`src/rtl/detect_pkg.sv`:
```
// Shared types for the per-frame detection collector: controller states, the stored
// detection entry and the saturating vote counter.
package detect_pkg;

  localparam int unsigned VOTE_MAX    = 255;
  localparam int unsigned DET_COORD_W = 8;

  typedef enum logic [2:0] {
    StIdle,
    StCollect,
    StScan,
    StDrain,
    StFinish
  } det_state_e;

  typedef struct packed {
    logic [DET_COORD_W-1:0] x;
    logic [DET_COORD_W-1:0] y;
    logic [DET_COORD_W-1:0] scale;
    logic [7:0]             votes;
  } det_entry_t;

  function automatic logic [7:0] sat_inc(input logic [7:0] v);
    return (v == 8'(VOTE_MAX)) ? v : v + 8'd1;
  endfunction

endpackage

```
`src/rtl/det_entry_file.sv`:
```
// DEPTH-entry detection register file: one write port, one combinational read port.
// Cleared only by reset; the owner tracks how many entries are valid.
module det_entry_file
  import detect_pkg::*;
#(
  parameter int  DEPTH   = 16,
  parameter int  AW      = $clog2(DEPTH),
  parameter type entry_t = det_entry_t
) (
  input  logic          clk_i,
  input  logic          rst_i,
  input  logic          we_i,
  input  logic [AW-1:0] waddr_i,
  input  entry_t        wdata_i,
  input  logic [AW-1:0] raddr_i,
  output entry_t        rdata_o
);

  entry_t mem_q [DEPTH];

  always_ff @(posedge clk_i or posedge rst_i) begin
    if (rst_i) begin
      for (int i = 0; i < DEPTH; i++) begin
        mem_q[i] <= '0;
      end
    end else if (we_i) begin
      mem_q[waddr_i] <= wdata_i;
    end
  end

  // Out-of-range reads only occur for non-power-of-two depths and are never consumed.
  assign rdata_o = (32'(raddr_i) < 32'(DEPTH)) ? mem_q[raddr_i] : '0;

endmodule

```
`src/rtl/detection_collector.sv`:
```
// Per-frame detection buffer: collects window hits, drains them in insertion order over a
// valid/ready stream and flags overflow. Define DETECT_MERGE_EN to merge near-duplicate hits.
module detection_collector
  import detect_pkg::*;
#(
  parameter int COORD_WIDTH = 8,
  parameter int DEPTH       = 16,
  parameter int MERGE_DIST  = 4,
  parameter int CNT_WIDTH   = $clog2(DEPTH + 1)
) (
  input  logic                   clk,
  input  logic                   rst,
  input  logic                   frame_start,
  input  logic                   hit_valid,
  output logic                   hit_ready,
  input  logic [COORD_WIDTH-1:0] hit_x,
  input  logic [COORD_WIDTH-1:0] hit_y,
  input  logic [COORD_WIDTH-1:0] hit_scale,
  input  logic                   frame_done,
  output logic                   out_valid,
  input  logic                   out_ready,
  output logic [COORD_WIDTH-1:0] out_x,
  output logic [COORD_WIDTH-1:0] out_y,
  output logic [COORD_WIDTH-1:0] out_scale,
  output logic [7:0]             out_votes,
  output logic [CNT_WIDTH-1:0]   count,
  output logic                   overflow,
  output logic                   busy,
  output logic                   done
);

  localparam int AW = (DEPTH > 1) ? $clog2(DEPTH) : 1;

  typedef struct packed {
    logic [COORD_WIDTH-1:0] x;
    logic [COORD_WIDTH-1:0] y;
    logic [COORD_WIDTH-1:0] scale;
    logic [7:0]             votes;
  } entry_t;

  det_state_e           state_q, state_d;
  logic [CNT_WIDTH-1:0] count_q, count_d;
  logic [CNT_WIDTH-1:0] rd_ptr_q, rd_ptr_d;
  logic                 overflow_q, overflow_d;

  logic          we;
  logic [AW-1:0] waddr;
  logic [AW-1:0] raddr;
  entry_t        wdata;
  entry_t        rd_entry;
  entry_t        hit_entry;

  assign hit_entry = '{x: hit_x, y: hit_y, scale: hit_scale, votes: 8'd1};

`ifdef DETECT_MERGE_EN
  logic [CNT_WIDTH-1:0] scan_q, scan_d;
  logic                 pend_q, pend_d;
  entry_t               cap_q, cap_d;
  logic [COORD_WIDTH:0] dx, dy, adx, ady;
  logic                 match;
  logic                 scan_end;

  assign dx    = {1'b0, cap_q.x} - {1'b0, rd_entry.x};
  assign dy    = {1'b0, cap_q.y} - {1'b0, rd_entry.y};
  assign adx   = dx[COORD_WIDTH] ? -dx : dx;
  assign ady   = dy[COORD_WIDTH] ? -dy : dy;
  assign match = (cap_q.scale == rd_entry.scale) &&
                 (adx <= (COORD_WIDTH + 1)'(MERGE_DIST)) &&
                 (ady <= (COORD_WIDTH + 1)'(MERGE_DIST));
`else
  logic unused_merge_dist;
  assign unused_merge_dist = ^32'(MERGE_DIST);
`endif

  always_comb begin
    state_d    = state_q;
    count_d    = count_q;
    rd_ptr_d   = rd_ptr_q;
    overflow_d = overflow_q;
    we         = 1'b0;
    waddr      = count_q[AW-1:0];
    wdata      = hit_entry;
    raddr      = rd_ptr_q[AW-1:0];
    hit_ready  = 1'b0;
    out_valid  = 1'b0;
    done       = 1'b0;
`ifdef DETECT_MERGE_EN
    scan_d     = scan_q;
    pend_d     = pend_q;
    cap_d      = cap_q;
    scan_end   = 1'b0;
`endif

    unique case (state_q)
      StIdle: ;
      StCollect: begin
        hit_ready = 1'b1;
`ifdef DETECT_MERGE_EN
        if (hit_valid) begin
          cap_d   = hit_entry;
          scan_d  = '0;
          pend_d  = frame_done;
          state_d = StScan;
        end else if (frame_done) begin
          rd_ptr_d = '0;
          state_d  = (count_q == '0) ? StFinish : StDrain;
        end
`else
        if (hit_valid) begin
          if (count_q < CNT_WIDTH'(DEPTH)) begin
            we      = 1'b1;
            count_d = count_q + CNT_WIDTH'(1);
          end else begin
            overflow_d = 1'b1;
          end
        end
        // The hit in the same cycle is already reflected in count_d.
        if (frame_done) begin
          rd_ptr_d = '0;
          state_d  = (count_d == '0) ? StFinish : StDrain;
        end
`endif
      end
`ifdef DETECT_MERGE_EN
      StScan: begin
        raddr = scan_q[AW-1:0];
        if (scan_q == count_q) begin
          scan_end = 1'b1;
          wdata    = cap_q;
          if (count_q < CNT_WIDTH'(DEPTH)) begin
            we      = 1'b1;
            count_d = count_q + CNT_WIDTH'(1);
          end else begin
            overflow_d = 1'b1;
          end
        end else if (match) begin
          scan_end    = 1'b1;
          we          = 1'b1;
          waddr       = scan_q[AW-1:0];
          wdata       = rd_entry;
          wdata.votes = sat_inc(rd_entry.votes);
        end else begin
          scan_d = scan_q + CNT_WIDTH'(1);
        end
        if (frame_done) begin
          pend_d = 1'b1;
        end
        if (scan_end) begin
          if (pend_d) begin
            pend_d   = 1'b0;
            rd_ptr_d = '0;
            state_d  = (count_d == '0) ? StFinish : StDrain;
          end else begin
            state_d = StCollect;
          end
        end
      end
`endif
      StDrain: begin
        out_valid = 1'b1;
        if (out_ready) begin
          if (rd_ptr_q + CNT_WIDTH'(1) == count_q) begin
            state_d = StFinish;
          end else begin
            rd_ptr_d = rd_ptr_q + CNT_WIDTH'(1);
          end
        end
      end
      StFinish: begin
        done    = 1'b1;
        state_d = StIdle;
      end
      default: state_d = StIdle;
    endcase

    // A new frame wins over any hit or frame_done in the same cycle.
    if (frame_start) begin
      state_d    = StCollect;
      count_d    = '0;
      rd_ptr_d   = '0;
      overflow_d = 1'b0;
      we         = 1'b0;
`ifdef DETECT_MERGE_EN
      pend_d     = 1'b0;
`endif
    end
  end

  always_ff @(posedge clk or posedge rst) begin
    if (rst) begin
      state_q    <= StIdle;
      count_q    <= '0;
      rd_ptr_q   <= '0;
      overflow_q <= 1'b0;
`ifdef DETECT_MERGE_EN
      scan_q     <= '0;
      pend_q     <= 1'b0;
      cap_q      <= '0;
`endif
    end else begin
      state_q    <= state_d;
      count_q    <= count_d;
      rd_ptr_q   <= rd_ptr_d;
      overflow_q <= overflow_d;
`ifdef DETECT_MERGE_EN
      scan_q     <= scan_d;
      pend_q     <= pend_d;
      cap_q      <= cap_d;
`endif
    end
  end

  det_entry_file #(
    .DEPTH   (DEPTH),
    .AW      (AW),
    .entry_t (entry_t)
  ) u_entry_file (
    .clk_i   (clk),
    .rst_i   (rst),
    .we_i    (we),
    .waddr_i (waddr),
    .wdata_i (wdata),
    .raddr_i (raddr),
    .rdata_o (rd_entry)
  );

  assign out_x     = out_valid ? rd_entry.x     : '0;
  assign out_y     = out_valid ? rd_entry.y     : '0;
  assign out_scale = out_valid ? rd_entry.scale : '0;
  assign out_votes = out_valid ? rd_entry.votes : '0;
  assign count     = count_q;
  assign overflow  = overflow_q;
  assign busy      = (state_q != StIdle);

endmodule

```
`config.mk`:
```
export PLATFORM = sky130hd
export DESIGN_NAME = detection_collector
export DESIGN_NICKNAME = d
export VERILOG_FILES = /design/src/rtl/detect_pkg.sv /design/src/rtl/det_entry_file.sv /design/src/rtl/detection_collector.sv
export SDC_FILE = /design/constraint.sdc
export NUM_CORES = 1
export LEC_CHECK = 0
export CORE_UTILIZATION = 45
export DETAILED_ROUTE_END_ITERATION = 6
export GPL_ROUTABILITY_DRIVEN = 0
export GPL_TIMING_DRIVEN = 0
export PLACE_DENSITY = 0.6
export SLEW_MARGIN = 20
export SYNTH_ARGS = -nofsm -noshare
export SYNTH_HDL_FRONTEND = slang
export SYNTH_SLANG_ARGS = --single-unit
```
`constraint.sdc`:
```
create_clock -name clk -period 27 [get_ports clk]
set_input_delay 4.05 -clock clk [delete_from_list [all_inputs] [get_ports clk]]
set_output_delay 4.05 -clock clk [all_outputs]
set_load 0.005 [all_outputs]
```
Yosys cells after proc, flatten, opt, wreduce, memory -nomap -nowiden --
Cells that the tools add are included. W data, S select, Z words.
Word-level totals: register bits after elaboration 526, output and inout bits 42, logic and storage cells 133
Cells by class: $add $sub $neg 2, $lt $le $gt $ge 4, eq/ne operators 10, multiplexer cells 37, bitwise operators 2, reductions and logical operators 10
Operator list (count):
- $bwmux W512 | 1
- $bmux W32 S4 | 1
- $demux W32 S4 | 1
- $mux W32 | 3
- $mux W5 | 9
- $mux W8 | 4
- $mux W3 | 5
- $ne A3 B3 Y1 const B | 4
- $mux W1 | 11
- $add A5 B1 Y5 const B | 2
- $ge A5 B5 Y1 const B | 2
- $not A4 Y5 | 2
- $pmux W5 S2 | 1
- $pmux W3 S3 | 1
- $reduce_and A4 Y1 | 2
- $reduce_bool A3 Y1 | 2
- $eq A5 B5 Y1 | 1
- $logic_not A5 Y1 | 1
- $lt A5 B1 Y1 const B | 1
- $lt A5 B5 Y1 const B | 1
- $ne A2 B2 Y1 const B | 2
- $reduce_bool A2 Y1 | 2
- $eq A3 B1 Y1 const B | 1
- $eq A3 B2 Y1 const B | 1
- other kinds (4) | 4

Depth between registers and ports, before layout --
Gate-level depths: netlist of the first run.
depth in word-level cells 9, gate-level depth with buffers 8

Modules after synthesis --
A second synthesis of the first run with hierarchy kept.
Unflattened totals: cell total of the unflattened synthesis 1553, area total of the unflattened synthesis 24202.0 um^2
Modules (own cells, without submodules):
- det_entry_file | instances 1, cells an instance 1409, area an instance 22990.8 um^2, sequential area each 12812.3 um^2
- detection_collector | instances 1, cells an instance 144, area an instance 1211.2 um^2, sequential area each 350.3 um^2

Least setup slack after synthesis of the first run --
OpenSTA, ideal clock, no wires.
kind register to output, start reg rd_ptr_q[1], end out out_scale[0], data arrival time 2.009 ns, data required time 22.950 ns, slack 20.941 ns, cell stages (with the launch flop) 6, buffers on the path 2, path through dfrtp_1 clkbuf_1 clkbuf_1 mux4_2 mux4_2 and2_1
On the way: word-level cells in the longest chain between the ends 5
Ends and longest elaborated chain:
- start: declaration | RTL line detection_collector.sv:43 | logic [CNT_WIDTH-1:0] rd_ptr_q, rd_ptr_d;
- start signal: assignment | RTL line detection_collector.sv:203 | rd_ptr_q <= rd_ptr_d;
- $not A4 Y5 (implied by the code) | RTL line det_entry_file.sv:32 | assign rdata_o = (32'(raddr_i) < 32'(DEPTH)) ? mem_q[raddr_i] : '0;
- $bmux W32 S4 | RTL line det_entry_file.sv:32
- $mux W32 (implied by the code) (2 in a row) | RTL line det_entry_file.sv:32
- $mux W8 | RTL line detection_collector.sv:229 | assign out_scale = out_valid ? rd_entry.scale : '0;
- end: declaration | RTL line detection_collector.sv:24 | output logic [COORD_WIDTH-1:0] out_scale,
No other way between the ends. The select of a mux whose other input is x is not followed.

Worst setup path after layout of the first run --
Same ends and word-level chain as after synthesis.

==> results of run 1 <==
[how the worst max path moves through the flow]
stage | from | endpoint | slack (ns) | cells past startpoint
final | rd_ptr_q[1] | out_scale[0] | 18.73 | 6
after global routing | rd_ptr_q[1] | out_votes[0] | 18.65 | 6
after CTS | rd_ptr_q[1] | out_scale[0] | 18.66 | 6
after detailed placement | rd_ptr_q[1] | out_scale[0] | 19.34 | 6
after global placement | rst | u_entry_file.mem_q[19] | 6.17 | 2
after floorplan | rst | count[0] | 11.43 | 1
[worst max-delay path, stage by stage (launching register included)]
cell and delay (ns):
sky130_fd_sc_hd__dfrtp_1 0.40, sky130_fd_sc_hd__clkbuf_1 0.81, sky130_fd_sc_hd__clkbuf_1 0.88, sky130_fd_sc_hd__mux4_2 0.43
sky130_fd_sc_hd__mux4_2 0.52, sky130_fd_sc_hd__and2_1 0.18, sky130_fd_sc_hd__clkdlybuf4s50_1 0.44
[report_power, final]
| group | internal, mW | switching [mW] | leakage [nW] |
|---|---|---|---|
| Sequential | 0.676 | 0.0302 | 5.68 |
| Combinational | 0.158 | 0.128 | 4.02 |
| Clock | 0.352 | 0.249 | 0.707 |
| Total | 1.19 | 0.408 | 10.4 |
[metal layers]
layer,share of wire (%),vias up,wire (um)
li1,-,4655,-
met1,46,5922,22100
met2,47,204,22600
met3,3.9,79,1890
met4,2.9,0,1380
met5,0,-,0
[flip-flops by register name, summed over array words and instances (netlist names)]
name,flops
rd_ptr_q,5
u_entry_file.mem_q,400
count,5
state_q,3
overflow,1
[per-stage QoR]
step | std cells | area [um2]
floorplan | 1195 | 19200
global placement | 1797 | 20500
detailed placement | 1801 | 20600
CTS | 1882 | 22100
global route | 1882 | 22100
finish | 1882 | 22100
[layout make-up]
type	count	area [um2]
Buffer	105	551
Clock buffer	74	1400
Clock inverter	7	41.3
Fill cell	3527	20000
Sequential cell	414	10400
Inverter	7	33.8
Tap cell	539	674
Timing Repair Buffer	67	741
Multi-Input combinational cell	669	8270
[placed cells by master (no fill, tap or decap), types with 2 or more instances in the layout]
master                              n
sky130_fd_sc_hd__a211oi_1           2
sky130_fd_sc_hd__a31oi_1            3
sky130_fd_sc_hd__and2_1            29
sky130_fd_sc_hd__and3_1             3
sky130_fd_sc_hd__buf_1              7
sky130_fd_sc_hd__buf_16             4
sky130_fd_sc_hd__buf_2             35
sky130_fd_sc_hd__buf_4             20
sky130_fd_sc_hd__buf_6              5
sky130_fd_sc_hd__clkbuf_1          53
sky130_fd_sc_hd__clkbuf_16         47
sky130_fd_sc_hd__clkbuf_8          12
sky130_fd_sc_hd__clkdlybuf4s50_1   63
sky130_fd_sc_hd__clkinv_2           5
sky130_fd_sc_hd__conb_1             7
sky130_fd_sc_hd__dfrtp_1          414
sky130_fd_sc_hd__ha_1               5
sky130_fd_sc_hd__inv_1              5
sky130_fd_sc_hd__mux2_1            37
sky130_fd_sc_hd__mux2_2           350
sky130_fd_sc_hd__mux2i_1            4
sky130_fd_sc_hd__mux4_2           125
sky130_fd_sc_hd__nand2_1            5
sky130_fd_sc_hd__nand2_2           11
sky130_fd_sc_hd__nand2b_1          19
sky130_fd_sc_hd__nand3_1            6
sky130_fd_sc_hd__nand3_4            4
sky130_fd_sc_hd__nand4b_1           2
sky130_fd_sc_hd__nor2_1            10
sky130_fd_sc_hd__nor2b_1            4
sky130_fd_sc_hd__nor3_1             7
sky130_fd_sc_hd__nor3b_1            2
sky130_fd_sc_hd__o21a_1             2
sky130_fd_sc_hd__or3_1              2
sky130_fd_sc_hd__xnor2_1            4
sky130_fd_sc_hd__xor2_1             4
[cell families after synthesis]
group	count (synthesis)	synth area share [%]
adder cells (fa/ha/maj)	5	0.326
buffers and inverters	112	3.01
other	1	0.0195
AO/OA/AOI/OAI	22	0.894
XOR/XNOR	8	0.365
AND/OR/NAND/NOR	111	3.78
multiplexers	516	37.6
flip-flops	414	54.0
==> parameters.txt, run 1 <==
Parameter                              Value

Routing
  Routed Wire Length    a little under 50000 um
  Routed vias/inst    around 5.8
  Antenna-violating nets left    0
  Drt wl/cell    around 26 um
  Number of design rule violations left after detail routing    0
  Vias after detailed routing    approximately 11000
  Number of iterations in the first detailed-routing pass    5
  Starting DRT DRC Count    approximately 710

Timing
  Achievable clock frequency    between 100 and 150 MHz
  Worst Max-Slew Pin Slew    about 1.1 ns
  Layout Skew    0.0199 ns
  PnR worst setup slack    about 19 ns
  Worst-case hold slack    roughly 0.46 ns
  Pins Over Slew Limit    0
  Total setup violations reported at the end of the flow    0
  Final period utilization    30.6%
  Setup TNS after final layout    0 ns
  Slew HR    roughly 28%
  Unrepaired setup endpoints after global routing    no
  Final count of hold timing violations    0
  Time the worst path needs with I/O delays and setup    8.27 ns

Min path
  Beginning of the worst hold path    u_entry_file.mem_q[128]
  Worst Hold Endpoint    u_entry_file.mem_q[128]
  Type of the worst min-delay path    reg2reg
  Hold Path Stages    1

Logic synthesis
  Post-synthesis area per instance    between 15 and 20 um2
  Fraction of post-synthesis cell area in the top cell type by area    between 50% and 60%
  Synthesized netlist cell count    1189
  Cell types occupying the most area after synthesis    sky130_fd_sc_hd__dfrtp_1 (54%), sky130_fd_sc_hd__mux2_2 (21%), sky130_fd_sc_hd__mux4_2 (15%)
  Most instantiated cells after synthesis    sky130_fd_sc_hd__dfrtp_1 (414), sky130_fd_sc_hd__mux2_2 (350), sky130_fd_sc_hd__mux4_2 (125), sky130_fd_sc_hd__clkbuf_1 (38), sky130_fd_sc_hd__mux2_1 (37)
  Summed instance area of the synthesized netlist    about 19000 um2
  Number of enable-type register cells in the synthesized netlist    0
  YS warnings    0
  #FFs+latches synth    ~410
  Most frequently used cell type in the post-synthesis netlist    sky130_fd_sc_hd__dfrtp_1
  Library cell with the largest summed area after synthesis    sky130_fd_sc_hd__dfrtp_1
  Post-synthesis cell type count    54
  Async set-or-reset flop fraction in the synthesized netlist    100%
  Most used flip-flop cell after synthesis    sky130_fd_sc_hd__dfrtp_1
  Share of the yosys chip area belonging to registers    around 54%

Pwr
  Pwr/cell area    approximately 72 nW/um2
  Leakage power summed over all cells    10.4 nW
  Total power consumption of the routed design    about 1.6 mW
  Worst vdd rail ir drop    about 48 uV

Final layout
  Fraction of final layout cells with drive strength greater than 1    approximately 47%
  Utilization after layout    52.5%
  Number of nets in the final layout    1345
  Relative area change from synthesis to final layout    15.0%
  Number of antenna diodes    0

Global route
  Largest net degree at the start of global routing    between 100 and 150
  Number of antenna violations at the first check in global routing    0
  Met1 track demand over resource in global routing    roughly 33%
  Global Route met3 Usage    between 3 and 4%
  Global routing usage on met2    between 30% and 40%
  Total global-route track usage    23.1%
  GRT overflow    0
  First-pass GRT wire length    ~74000 um
  Gr busiest metal    met2
  Number of global-route vias before repair    about 12000

Clocking
  Level count of the clock H-tree    2
  Clock-pin slew of the registers on the worst-case setup and hold paths    0.06 ns
  Number of buffers inserted to repair setup after CTS    0
  Post-CTS resize count    0
  Clock tree from TritonCTS    done
  CTS Hold Buffers Added    0
  CTS Root Cell    sky130_fd_sc_hd__clkbuf_16
  Number of sinks on the clock net    roughly 410
  Number of CTS-inserted buffers    46
  Maximum clock insertion buffer count    3
  Clock network latency to the later pin of the worst-skew pair    0.58 ns

Placed design
  Setup slack at placement    between 15 and 20 ns
  Number of input and output port buffers inserted    63
  Sum of net half-perimeters after detailed placement    about 30000 um

Floorplanning
  Die Area    between 40000 and 50000 um2
  Die H    208 um
  Die Width    ~210 um
  Area inside the core boundary    42000 um2
  Initial Utilization    between 40% and 50%
  Number of rows in the core area    between 70 and 80
  I/O pins    72

Critical path
  Required time of the critical path    22.95 ns
  Reg-to-reg endpoint    u_entry_file.mem_q[278]
  CP Data Arrival Time    about 4.2 ns
  R2R depth    7
  FF-to-FF setup slack    around 25 ns
  R2r startpoint    count[4]
  Critical path type    reg2out
  Critical path capture point type    primary output
  Type of origin of the critical path    register
  Top fanout value on the critical path    10

Status
  Status    finished, final reports clean

Run
  Max-cap viol count    0
No activity file was read; power rests on OpenSTA's default activity.
==> run 2, diff against run 1 <==
--- a/config.mk
+++ b/config.mk
@@ -9,7 +9,7 @@
 export DETAILED_ROUTE_END_ITERATION = 6
 export GPL_ROUTABILITY_DRIVEN = 0
 export GPL_TIMING_DRIVEN = 0
-export PLACE_DENSITY = 0.6
+export PLACE_DENSITY = 0.62
 export SLEW_MARGIN = 20
 export SYNTH_ARGS = -nofsm -noshare
 export SYNTH_HDL_FRONTEND = slang
==> constraint.sdc (replaced) <==
create_clock -name clk -period 7.3 [get_ports clk]
set_input_delay 1.095 -clock clk [delete_from_list [all_inputs] [get_ports clk]]
set_output_delay 1.095 -clock clk [all_outputs]
set_load 0.005 [all_outputs]
==> run 2 against run 1 <==
Net effect:
- critical path depth is the same
- combinational power rose to 3.7 times the previous value
- total power increased to 3.8 times the previous value
- clock power increased to 3.9 times the previous value
- worst setup slack worse by 17 ns
- register-to-register slack got worse by 20 ns
- sequential share of layout area fell by 0.61 points
- worst hold slack gained 0.0011 ns
- sequential cell count unchanged
- design area increased by 1.3%
- final cell count grew 0.64%
- count of clock-buffer cells in the layout decreased by 2
==> parameters.txt, run 2 (synthesis gave the netlist of run 1 again) <==
Parameter                              Value

Status
  Status    finished, final reports clean

Floorplanning
  Die H    ~210 um
  Number of rows in the core area    75
  Initial Utilization    between 40% and 50%
  I/O pins    72
  Die Area    around 43000 um2
  Area inside the core boundary    between 40000 and 50000 um2
  Die Width    208 um

Final layout
  Fill cells    roughly 3500
  Top reg by flops    u_entry_file.mem_q
  Number of nets in the final layout    1356
  Area of the multi-input gates    approximately 8300 um2
  Fraction of final layout cells with drive strength greater than 1    between 40% and 50%
  Total area of sequential cells    between 10000 and 15000 um2
  Relative area change from synthesis to final layout    16.5%
  Final non-filler cell total    approximately 1900
  Commonest non-fill, non-tap cell in the layout    sky130_fd_sc_hd__dfrtp_1
  Flip-flop count of the largest register after layout    400
  Number of antenna diodes    0
  Top library cells by usage in the layout, fill and taps aside    sky130_fd_sc_hd__dfrtp_1 (414), sky130_fd_sc_hd__mux2_2 (350), sky130_fd_sc_hd__mux4_2 (125), sky130_fd_sc_hd__clkdlybuf4s50_1 (63), sky130_fd_sc_hd__clkbuf_1 (51)

Timing
  Worst Max-Slew Pin Slew    between 1 and 1.5 ns
  Time the worst path needs with I/O delays and setup    about 5.2 ns
  Achievable clock frequency    just under 200 MHz
  Final count of hold timing violations    0
  Slew HR    between 20% and 30%
  Worst-case hold slack    roughly 0.46 ns
  Pins Over Slew Limit    0
  PnR worst setup slack    between 2 and 2.5 ns
  Total setup violations reported at the end of the flow    0
  Layout Skew    0.0145 ns
  Final period utilization    71.2%
  Unrepaired setup endpoints after global routing    no

Routing
  Routed vias/inst    5.73
  Number of design rule violations left after detail routing    0
  Drt wl/cell    ~25 um
  Antenna-violating nets left    0
  Starting DRT DRC Count    630
  Vias after detailed routing    ~11000
  Number of iterations in the first detailed-routing pass    4
  Routed Wire Length    about 47000 um

Pwr
  Pwr/cell area    between 200 and 300 nW/um2
  Leakage power summed over all cells    10.5 nW
  Total power consumption of the routed design    between 6 and 7 mW
  Worst vdd rail ir drop    between 150 and 200 uV

Global route
  Total global-route track usage    22.9%
  First-pass GRT wire length    between 70000 and 80000 um
  Number of global-route vias before repair    roughly 12000
  Largest net degree at the start of global routing    35
  GRT overflow    0
  Number of antenna violations at the first check in global routing    0

Clocking
  CTS Hold Buffers Added    0
  Post-CTS resize count    0
  Number of CTS-inserted buffers    46
  CTS Root Cell    sky130_fd_sc_hd__clkbuf_16
  Maximum clock insertion buffer count    3
  Number of sinks on the clock net    414
  Clock network latency to the later pin of the worst-skew pair    about 0.57 ns
  Clock tree from TritonCTS    done
  Level count of the clock H-tree    2
  Number of buffers inserted to repair setup after CTS    0
  Clock-pin slew of the registers on the worst-case setup and hold paths    0.06 ns

Critical path
  Top fanout value on the critical path    10
  Largest incremental delay on the critical path    0.81 ns
  Cells traversed along the worst timing path    clkbuf_1, clkbuf_1, mux4_2, mux4_2, and2_1, clkdlybuf4s50_1
  Critical path type    reg2out
  Max stage delay cell, worst path    sky130_fd_sc_hd__clkbuf_1
  Required time of the critical path    roughly 6.2 ns
  Type of origin of the critical path    register
  Critical path capture point type    primary output
  CP Data Arrival Time    between 4 and 5 ns

Run
  Max-cap viol count    0

Placed design
  Number of instances in the placed design    1812
  Sum of net half-perimeters after detailed placement    slightly above 30000 um
  Number of input and output port buffers inserted    63
  Setup slack at placement    2.64 ns

Min path
  Type of the worst min-delay path    reg2reg
[run 2: layer usage]
metal	track usage [%]	up-vias	share of wire, %
met5	0	-	0
met4	5.85	0	1.9
met1	33.0	5908	47
met3	4.11	63	4.1
li1	-	4680	-
met2	36.0	201	47
[run 2: path summary, 6_finish.rpt]
check	startpoint	cells past startpoint	to	slack [ns]
max reg2reg	count[4]	7	u_entry_file.mem_q[343]	4.80
min	u_entry_file.mem_q[320]	1	u_entry_file.mem_q[320]	0.46
min reg2reg	u_entry_file.mem_q[320]	1	u_entry_file.mem_q[320]	0.46
max	rd_ptr_q[1]	6	out_votes[0]	2.10
min in group asynchronous	rst	2	u_entry_file.mem_q[255]	1.01
max in group asynchronous	rst	8	u_entry_file.mem_q[342]	4.63
[run 2: power breakdown]
group          switching (mW)  internal, mW  total, mW
logic                   0.480         0.594       1.07
clock network           0.924          1.44       2.37
registers               0.114          2.50       2.61
total                    1.52          4.54       6.05
[run 2: cell type report]
class	count	share of cell area (%)
sequential	414	46.3
multi-input combinational	669	37.0
clock buffer	72	6.22
timing repair buffer	78	4.16
tap	539	3.02
buffer	105	2.46
clock inverter	10	0.688
inverter	7	0.134
[run 2: stage by stage]
stage | utilization [%] | TNS, ns | area, um2
floorplan | - | 0 | 19200
global placement | 48.8 | -904.14 | 20500
detailed placement | 49.5 | 0 | 20800
CTS | 53.2 | 0 | 22400
global route | 53.2 | 0 | 22400
finish | 53.2 | 0 | 22400
[run 2: worst max-delay path, delay by kind of cell, from the launching register on]
family,cells,cell delay (ns)
multiplexers,2,0.88
flip-flops,1,0.39
buffers and inverters,3,2.03
AND/OR/NAND/NOR,1,0.23
==> run 3, diff against run 2 <==
==> constraint.sdc (replaced) <==
create_clock -name clk -period 4.51 [get_ports clk]
set_input_delay 0.6765 -clock clk [delete_from_list [all_inputs] [get_ports clk]]
set_output_delay 0.6765 -clock clk [all_outputs]
set_load 0.005 [all_outputs]
==> run 3 against run 2 <==
Net effect:
- clock power grew 62%
- total power grew 62%
- clock skew grew 0.0032 ns
- sequential cell count is the same
- register-to-register slack lost 2.8 ns
- worst hold slack lost 0.0017 ns
- wire length grew 0.29%
- count of clock-buffer cells in the layout is the same
- largest power group unchanged
- sequential power grew 62%
- die area is the same
- combinational power grew 63%
- final cell count is the same
- critical path type unchanged
==> parameters.txt, run 3 (synthesis gave the netlist of run 1 again) <==
Parameter                              Value

Status
  Status    finished, final reports clean

Clocking
  Number of CTS-inserted buffers    46
  Clock tree from TritonCTS    done
  Clock-pin slew of the registers on the worst-case setup and hold paths    about 0.060 ns
  CTS Root Cell    sky130_fd_sc_hd__clkbuf_16
  Maximum clock insertion buffer count    3
  CTS Hold Buffers Added    0
  Number of sinks on the clock net    a little over 400
  Level count of the clock H-tree    2
  Number of buffers inserted to repair setup after CTS    0
  Clock network latency to the later pin of the worst-skew pair    0.57 ns

Final layout
  Fill cells    between 3000 and 4000
  Number of nets in the final layout    between 1000 and 1500
  Number of antenna diodes    0
  Commonest non-fill, non-tap cell in the layout    sky130_fd_sc_hd__dfrtp_1
  Design Area, Final    between 20000 and 25000 um2
  Relative area change from synthesis to final layout    16.7%
  Top reg by flops    u_entry_file.mem_q
  Area of the multi-input gates    8270 um2
  Fraction of final layout cells with drive strength greater than 1    roughly 48%
  Flip-flop count of the largest register after layout    400
  Top library cells by usage in the layout, fill and taps aside    sky130_fd_sc_hd__dfrtp_1 (414), sky130_fd_sc_hd__mux2_2 (350), sky130_fd_sc_hd__mux4_2 (125), sky130_fd_sc_hd__clkdlybuf4s50_1 (63), sky130_fd_sc_hd__clkbuf_1 (48)
  Total area of sequential cells    roughly 10000 um2

Critical path
  Critical path capture point type    primary output
  Required time of the critical path    3.83 ns
  Top fanout value on the critical path    10
  Cells traversed along the worst timing path    clkbuf_1, buf_1, buf_6, mux4_2, mux4_2, and2_1, clkdlybuf4s50_1
  CP Data Arrival Time    between 3 and 4 ns
  Critical path type    reg2out
  Max stage delay cell, worst path    sky130_fd_sc_hd__mux4_2
  Type of origin of the critical path    register
  Critical path buffers and inverters    4
  Gate family responsible for the most delay along the worst path    buffers and inverters
  Largest incremental delay on the critical path    a little over 0.5 ns
  Cell repeated most along the worst path    sky130_fd_sc_hd__mux4_2

Pwr
  Worst vdd rail ir drop    around 270 uV
  Pwr/cell area    roughly 440 nW/um2
  Leakage power summed over all cells    roughly 11 nW

Timing
  Final period utilization    ~95%
  Achievable clock frequency    around 230 MHz
  Worst Max-Slew Pin Slew    between 0.9 and 1 ns
  Unrepaired setup endpoints after global routing    no
  Worst-case hold slack    0.459 ns
  Total setup violations reported at the end of the flow    0
  Layout Skew    between 0.015 and 0.02 ns
  Pins Over Slew Limit    0
  Time the worst path needs with I/O delays and setup    around 4.3 ns
  Final count of hold timing violations    0
  Slew HR    a little over a third

Global route
  Number of antenna violations at the first check in global routing    0
  Met1 track demand over resource in global routing    32.8%
  Number of global-route vias before repair    11637
  Gr busiest metal    met2
  Global Route met3 Usage    under 10%
  Total global-route track usage    between 20% and 30%
  First-pass GRT wire length    ~73000 um
  Largest net degree at the start of global routing    35
  Global routing usage on met2    a little over a third
  GRT overflow    0

Floorplanning
  Area inside the core boundary    42000 um2
  Initial Utilization    45.6%
  Number of rows in the core area    75
  Die Area    between 40000 and 50000 um2
  I/O pins    72
  Die Width    ~210 um
  Die H    208 um

Routing
  Starting DRT DRC Count    ~620
  Vias after detailed routing    between 10000 and 15000
  Routed vias/inst    roughly 5.7
  Drt wl/cell    approximately 25 um
  Routed Wire Length    around 48000 um
  Number of iterations in the first detailed-routing pass    4
  Number of design rule violations left after detail routing    0
  Antenna-violating nets left    0

Placed design
  Number of input and output port buffers inserted    63
  Cell Area, Placed    20800 um2
  Sum of net half-perimeters after detailed placement    just over 30000 um

Run
  Max-cap viol count    0

Min path
  Type of the worst min-delay path    reg2reg
==> run 3: cell count changes in the layout (fill, tap and decap cells not counted), sizes merged <==
cell	delta
buf	-6
clkbuf	+4
clkdlybuf4s15	+2
==> run 3: per-stage QoR <==
step           setup WS, ns  utilization (%)  cells  total power, mW  setup TNS (ns)
3_3_place_gp          -4.60             48.8   1797             5.98        -1885.94
6_report              0.235             53.2   1894             9.80               0
2_1_floorplan         -1.75                -   1195             5.44         -723.71
5_1_grt              0.0565             53.2   1894             10.2               0
4_1_cts              0.0186             53.2   1894             9.90               0
3_5_place_dp          0.266             49.5   1812             6.04               0
==> run 3: cell type report <==
cell class / instances / share of cell area, %
Inverter: 7 / 0.134
Timing Repair Buffer: 78 / 4.15
Tap cell: 539 / 3.01
Multi-Input combinational cell: 669 / 37.0
Sequential cell: 414 / 46.3
Clock buffer: 72 / 6.21
Buffer: 105 / 2.57
Clock inverter: 10 / 0.688
==> run 3: report_power, final <==
part           switching, mW  leakage [nW]  internal [mW]
logic                  0.777          4.13          0.962
registers              0.186          5.68           4.05
clock network           1.49         0.761           2.33
==> run 3: final timing paths <==
kind	startpoint	to	slack [ns]	cells after the start
max reg2reg	count[4]	u_entry_file.mem_q[343]	2.00	7
min	u_entry_file.mem_q[320]	u_entry_file.mem_q[320]	0.46	1
min reg2reg	u_entry_file.mem_q[320]	u_entry_file.mem_q[320]	0.46	1
min in group asynchronous	rst	u_entry_file.mem_q[255]	0.59	2
max in group asynchronous	rst	u_entry_file.mem_q[342]	2.25	8
max	rd_ptr_q[1]	out_scale[0]	0.23	7
==> run 3: repair_timing <==
item	CTS	global route
resized for setup	7	9
cloned	0	0
setup endpoints to repair	13	25
==> run 3: metal layers <==
metal	up-vias	wire length (um)	part of all wire, %
met2	218	22400	47
li1	4678	-	-
met5	-	0	0
met4	0	903	1.9
met1	5892	22100	47
met3	65	2100	4.4
==> run 3: worst reg2reg max path: cells and delay by family, from the launching register on <==
kind / cells / cell delay, ns
flops: 1 / 0.47
buf+inv: 2 / 0.65
mux: 1 / 0.38
simple gates: 4 / 0.89
